==> config.mk <==
export PLATFORM = sky130hd
export DESIGN_NAME = prod_accumulator_flat
export DESIGN_NICKNAME = d
export VERILOG_FILES = /design/src/rtl/prod_acc_pkg.sv /design/src/rtl/prod_accumulator_if.sv /design/src/rtl/prod_accumulator_sat_add.sv /design/src/rtl/prod_accumulator.sv /design/src/flat_wrapper.sv
export SDC_FILE = /design/constraint.sdc
export NUM_CORES = 1
export LEC_CHECK = 0
export BUFFER_PORTS_ARGS = -buffer_cell sky130_fd_sc_hd__buf_2
export CAP_MARGIN = 20
export CORE_ASPECT_RATIO = 1.4
export CORE_MARGIN = 5
export CORE_UTILIZATION = 51
export DETAILED_ROUTE_END_ITERATION = 16
export PLACE_DENSITY = 0.75
export REMOVE_ABC_BUFFERS = 1
export SLEW_MARGIN = 10
export SYNTH_ARGS = -nofsm -noshare
export SYNTH_HDL_FRONTEND = slang
export SYNTH_SLANG_ARGS = --single-unit
export TNS_END_PERCENT = 1
==> constraint.sdc <==
create_clock -name clk -period 2.2 [get_ports clk]
set_input_delay 0.33 -clock clk [delete_from_list [all_inputs] [get_ports clk]]
set_output_delay 0.33 -clock clk [all_outputs]
set_load 0.03 [all_outputs]
==> src/rtl/prod_acc_pkg.sv <==
// prod_acc_pkg: shared definitions for the product accumulator.
//   - st_t               : FSM state encoding (ACC, HOLD)
//   - DEF_PROD_W/ACC_W/COUNT : default parameter values
//   - sat_max / sat_min  : signed saturation limits for a given width
package prod_acc_pkg;

   typedef enum logic {
      ACC  = 1'b0,
      HOLD = 1'b1
   } st_t;

   localparam int DEF_PROD_W = 16;
   localparam int DEF_ACC_W  = 20;
   localparam int DEF_COUNT  = 8;

   function automatic longint sat_max(input int w);
      return (longint'(1) <<< (w - 1)) - longint'(1);
   endfunction

   function automatic longint sat_min(input int w);
      return -(longint'(1) <<< (w - 1));
   endfunction

endpackage

==> src/rtl/prod_accumulator_if.sv <==
// prod_accumulator_if: product input and result output handshakes.
//   in_valid/in_ready/prod           : product stream from the multiplier
//   out_valid/out_ready/acc_out/out_ovf : finished dot-product result
// Modports: master = producer/consumer side, slave = accumulator.
interface prod_accumulator_if
   import prod_acc_pkg::*;
#(
   parameter int PROD_W = DEF_PROD_W,
   parameter int ACC_W  = DEF_ACC_W
);
   logic              in_valid;
   logic              in_ready;
   logic [PROD_W-1:0] prod;
   logic              out_valid;
   logic              out_ready;
   logic [ACC_W-1:0]  acc_out;
   logic              out_ovf;

   modport master (
      output in_valid, prod, out_ready,
      input  in_ready, out_valid, acc_out, out_ovf
   );

   modport slave (
      input  in_valid, prod, out_ready,
      output in_ready, out_valid, acc_out, out_ovf
   );
endinterface

==> src/rtl/prod_accumulator_sat_add.sv <==
// sat_add: combinational signed add of an ACC_W accumulator and a PROD_W
// product, with overflow detect.
//   a      in  ACC_W   signed accumulator value
//   b      in  PROD_W  signed product (sign-extended internally)
//   result out ACC_W   wrapped sum, or clamped sum when
//                      PROD_ACC_SATURATE_EN is defined
//   ovf    out 1       sum does not fit in ACC_W bits
module sat_add
   import prod_acc_pkg::*;
#(
   parameter int PROD_W = DEF_PROD_W,
   parameter int ACC_W  = DEF_ACC_W
) (
   input  logic [ACC_W-1:0]  a,
   input  logic [PROD_W-1:0] b,
   output logic [ACC_W-1:0]  result,
   output logic              ovf
);
`ifdef PROD_ACC_SATURATE_EN
   localparam logic [ACC_W-1:0] SAT_HI = ACC_W'(sat_max(ACC_W));
   localparam logic [ACC_W-1:0] SAT_LO = ACC_W'(sat_min(ACC_W));
`endif

   logic [ACC_W:0] sum;

   always_comb begin
      // One guard bit: the two top bits disagree exactly when the true
      // result lies outside the ACC_W signed range.
      sum = (ACC_W+1)'($signed(a)) + (ACC_W+1)'($signed(b));
      ovf = sum[ACC_W] ^ sum[ACC_W-1];
`ifdef PROD_ACC_SATURATE_EN
      if (ovf) result = sum[ACC_W] ? SAT_LO : SAT_HI;
      else     result = sum[ACC_W-1:0];
`else
      result = sum[ACC_W-1:0];
`endif
   end
endmodule

==> src/rtl/prod_accumulator.sv <==
// prod_accumulator: sums COUNT consecutive signed products into an ACC_W
// accumulator and presents each sum on a valid/ready result port. Input is
// stalled while a result is held.
//   clk  in  clock, rising edge
//   rst  in  synchronous active-high reset
//   clr  in  synchronous clear of the partial sum (ignored while holding)
//   bus  slave modport of prod_accumulator_if (product in, result out)
// Optional build macro PROD_ACC_SATURATE_EN: clamp on overflow instead of wrap.
//
//   state | meaning
//   ------+-------------------------------------------------
//   ACC   | accepting products, building the partial sum
//   HOLD  | result held on acc_out until out_ready
module prod_accumulator
   import prod_acc_pkg::*;
#(
   parameter int PROD_W = DEF_PROD_W,
   parameter int ACC_W  = DEF_ACC_W,
   parameter int COUNT  = DEF_COUNT
) (
   input  logic             clk,
   input  logic             rst,
   input  logic             clr,
   prod_accumulator_if.slave bus
);
   localparam int               CNT_W = $clog2(COUNT) + 1;
   localparam logic [CNT_W-1:0] LAST  = CNT_W'(COUNT - 1);

   st_t              state, state_d;
   logic [ACC_W-1:0] acc;
   logic [CNT_W-1:0] cnt;
   logic             ovf_sticky;
   logic             out_valid_q;
   logic [ACC_W-1:0] acc_out_q;
   logic             out_ovf_q;

   logic             in_ready;
   logic             accept;
   logic             last;
   logic [ACC_W-1:0] add_res;
   logic             add_ovf;

   sat_add #(.PROD_W(PROD_W), .ACC_W(ACC_W)) u_add (
      .a      (acc),
      .b      (bus.prod),
      .result (add_res),
      .ovf    (add_ovf)
   );

   always_comb begin
      in_ready = (state == ACC) && !clr;
      accept   = bus.in_valid && in_ready;
      last     = (cnt == LAST);
   end

   always_comb begin
      state_d = state;
      case (state)
         ACC:  if (accept && last)                 state_d = HOLD;
         HOLD: if (out_valid_q && bus.out_ready)   state_d = ACC;
         default:                                  state_d = ACC;
      endcase
   end

   always_ff @(posedge clk) begin
      if (rst) state <= ACC;
      else     state <= state_d;
   end

   always_ff @(posedge clk) begin
      if (rst) begin
         acc         <= '0;
         cnt         <= '0;
         ovf_sticky  <= 1'b0;
         out_valid_q <= 1'b0;
         acc_out_q   <= '0;
         out_ovf_q   <= 1'b0;
      end else if (state == ACC) begin
         if (clr) begin
            acc        <= '0;
            cnt        <= '0;
            ovf_sticky <= 1'b0;
         end else if (accept) begin
            if (last) begin
               acc_out_q   <= add_res;
               out_ovf_q   <= ovf_sticky | add_ovf;
               out_valid_q <= 1'b1;
               acc         <= '0;
               cnt         <= '0;
               ovf_sticky  <= 1'b0;
            end else begin
               acc        <= add_res;
               cnt        <= cnt + 1'b1;
               ovf_sticky <= ovf_sticky | add_ovf;
            end
         end
      end else if (out_valid_q && bus.out_ready) begin
         out_valid_q <= 1'b0;
      end
   end

   assign bus.in_ready  = in_ready;
   assign bus.out_valid = out_valid_q;
   assign bus.acc_out   = acc_out_q;
   assign bus.out_ovf   = out_ovf_q;
endmodule
==> src/flat_wrapper.sv <==
// flat-port wrapper written by rule: the top's interface ports become plain ports
module prod_accumulator_flat import prod_acc_pkg::*;
#(
   parameter int PROD_W = DEF_PROD_W,
   parameter int ACC_W  = DEF_ACC_W,
   parameter int COUNT  = DEF_COUNT
)
  (clk, rst, clr, bus_in_valid, bus_prod, bus_out_ready, bus_in_ready, bus_out_valid, bus_acc_out, bus_out_ovf);
  prod_accumulator_if #(.PROD_W(PROD_W), .ACC_W(ACC_W)) bus_i ();
  input  logic clk;
  input  logic rst;
  input  logic clr;
  input wire logic [$bits(bus_i.in_valid)-1:0] bus_in_valid;
  input wire logic [$bits(bus_i.prod)-1:0] bus_prod;
  input wire logic [$bits(bus_i.out_ready)-1:0] bus_out_ready;
  output wire logic [$bits(bus_i.in_ready)-1:0] bus_in_ready;
  output wire logic [$bits(bus_i.out_valid)-1:0] bus_out_valid;
  output wire logic [$bits(bus_i.acc_out)-1:0] bus_acc_out;
  output wire logic [$bits(bus_i.out_ovf)-1:0] bus_out_ovf;
  assign bus_i.in_valid = bus_in_valid;
  assign bus_i.prod = bus_prod;
  assign bus_i.out_ready = bus_out_ready;
  assign bus_in_ready = bus_i.in_ready;
  assign bus_out_valid = bus_i.out_valid;
  assign bus_acc_out = bus_i.acc_out;
  assign bus_out_ovf = bus_i.out_ovf;
  prod_accumulator #(.PROD_W(PROD_W), .ACC_W(ACC_W), .COUNT(COUNT)) u_core (.clk(clk), .rst(rst), .clr(clr), .bus(bus_i));
endmodule
==> metrics.yaml <==
syn2layout_area_growth_pct: 28.22
diodes: 0
worstSetupEndpointType: "flip-flop"
crit_type: "flip-flop to flip-flop"
power_w: 0.002049
place_ws_ns: -0.1870
drtIter0Drc: 115
grt_first_pass_wirelength_mm: 11.96
synth_area_leaders: "dfxtp_1, ha_1, a21oi_1"
hold_violations: 0
num_vias: 2751
finalCritPeriodShare_pct: 99.31
cts_tree: "built"
drv_slew: 0
cts_setup_buffers: 0
htreeDepth: 2
critPathTopFamily: "compound AO/OA/AOI/OAI gates"
synth.most_common_cell: "dfxtp_1"
clock_sinks: 48
grt_use_total_pct: 21.02
seq_area_frac_synth_pct: 34.63
rsz0062_at_grt: "yes"
grt_max_degree: 29
worst_slack_ns: 0.01508
r2r_slack_ns: 0.02
place_congestion: 0.9123
synth_edf_count: 0
critPathRequiredTime_ns: 2.41
ant_nets: 0
netlist_instances: 336
yosysUniqueCellTypes: 54
p_per_area_nw_per_um2: 575.9
finClkSkew_ns: 0.006740
dp_cells: 464
cp.arrival_ns: 2.39
critPathLaunchType: "flip-flop"
io_pins: 44
hold_buffers: 0
status: "complete, no violations"
die_w_um: 72.35
drt-pass1-iter-count: 4
setup_viol: 0
final_cells: 471
cpMaxStageDelayCell: "or4_4"
holdWs_ns: 0.3150
clock-root-buffer: "clkbuf_8"
grt_antenna_before_repair: 0
post-dp-hpwl_mm: 5.333
maxCapViolCount: 0
synth_warnings: 0
postSynthAreaPerCell_um2: 8.259
syn_area_um2: 2775
hp-class: "input pin to flip-flop"
placementRows: 31
ys_top_cells_by_count: "dfxtp_1, nand2_1, a21oi_1"
die_y_um: 97.28
routedWlPerCell_um: 15.37
p_leak_nw: 1.600
clk_path_buf_depth: 2
worst-path-buf-inv: 0
insertion_delay_ns: 0.31
final_util_pct: 67.96
clk_pin_slew_ns: 0.09
layout_min_cycle_time_ns: 2.185
fin_nets: 448
grt-ovfl-total: 0
synth.largest_area_cell: "dfxtp_1"
coreArea_um2: 5236
drc: 0
ys_ff_latch: 48
yosys_most_used_dff: "dfxtp_1"
max_slew_margin_pct: 64.32
wl_mm: 7.239
cp_slowest_stage_delay_ns: 0.55
dieArea_um2: 7038
ir_worst_vdd_mv: 0.3366
max_clock_freq_mhz: 457.7
port_buffers: 43
synth_top_area_share_pct: 34.63
max_slew.worst_pin.slew_ns: 0.5352
path_max_fanout: 3
cts-buffers-inserted: 5
start_util_pct: 53.00
viasPerCell: 5.841
layout-drive-gt1-share_pct: 28.89
grt_pass1_vias: 2654
synth-async-reset-ratio_pct: 0
path_cells: "ha_4 -> a21o_1 -> a31o_1 -> o211ai_2 -> a211oi_2 -> or4_4 -> a32o_1"
## worst paths after layout
kind / start / to / cells past startpoint
min reg2reg: u_core.bus.acc_out[4]$_SDFFE_PP0P_ / u_core.bus.acc_out[4]$_SDFFE_PP0P_ / 2
min: bus_out_ready / u_core.bus.out_valid$_SDFFE_PP0P_ / 4
max reg2reg: u_core.acc[4]$_SDFFE_PP0P_ / u_core.acc[15]$_SDFFE_PP0P_ / 7
max: u_core.acc[4]$_SDFFE_PP0P_ / u_core.acc[15]$_SDFFE_PP0P_ / 7
## placed cells by master (no fill, tap or decap), types with 8 or more instances in the layout
cell type and count:
o21ai_0 12, xnor2_1 8, nand3_1 12, ha_1 17, nor2_1 26, inv_1 8
buf_4 37, nand2_1 41, a21oi_1 29, dfxtp_1 45, a22oi_1 8, buf_2 43
## metal layers
| layer | track usage (%) | wire, µm |
|---|---|---|
| met1 | 24.59 | 3098 |
| met2 | 36.14 | 3676 |
| met3 | 3.934 | 237 |
| met4 | 9.407 | 227 |
| met5 | 0 | 0 |
## report_power, final
part / leakage [nW] / switching, W / internal [W]
Clock: 0.0642 / 0.000308 / 0.000448
Combinational: 1.15 / 0.000218 / 0.000176
Sequential: 0.390 / 0.0000125 / 0.000887
## per-stage QoR
stage | setup TNS (ns) | cell area [µm²]
finish | 0 | 3558
global placement | -1.093 | 3282
global route | -0.1027 | 3558
floorplan | -0.9326 | 2706
detailed placement | -2.180 | 3282
CTS | 0 | 3471
## logic make-up (layout without fill, tap and decap cells)
| group | after synthesis | in the layout | share of synthesized area (%) |
|---|---|---|---|
| AND/OR/NAND/NOR | 116 | 116 | 19.84 |
| AO/OA/AOI/OAI | 106 | 106 | 26.20 |
| flip-flops | 48 | 48 | 34.63 |
| buffers and inverters | 27 | 96 | 3.697 |
| adder cells (fa/ha/maj) | 22 | 22 | 10.19 |
| XOR/XNOR | 15 | 15 | 4.734 |
| multiplexers | 2 | 2 | 0.7214 |
## registers in the layout, indices dropped and copies added, names as in the netlist
signal                count
u_core.ovf_sticky         1
u_core.state              1
u_core.cnt                4
u_core.bus.out_ovf        1
u_core.acc               20
u_core.bus.out_valid      1
u_core.bus.acc_out       20
## worst register-to-register path: cells and delay by family (launching register included)
kind / cells / cell delay [ns]
AO/OA/AOI/OAI: 5 / 0.99
adder cells (fa/ha/maj): 1 / 0.21
AND/OR/NAND/NOR: 1 / 0.55
flip-flops: 1 / 0.34
## cell type report
type / instances / area [µm²]
Multi-Input combinational cell: 261 / 1856
Fill cell: 441 / 1678
Sequential cell: 48 / 964.7
Timing Repair Buffer: 80 / 493.0
Tap cell: 66 / 82.58
Clock buffer: 5 / 68.82
Clock inverter: 2 / 60.06
Inverter: 9 / 33.78
## repair_timing
action	4_1_cts	5_1_grt
gates resized for setup	10	20
pin swaps	6	15
setup endpoints to repair	11	24
Note: power is estimated with default switching activity, not from simulation.
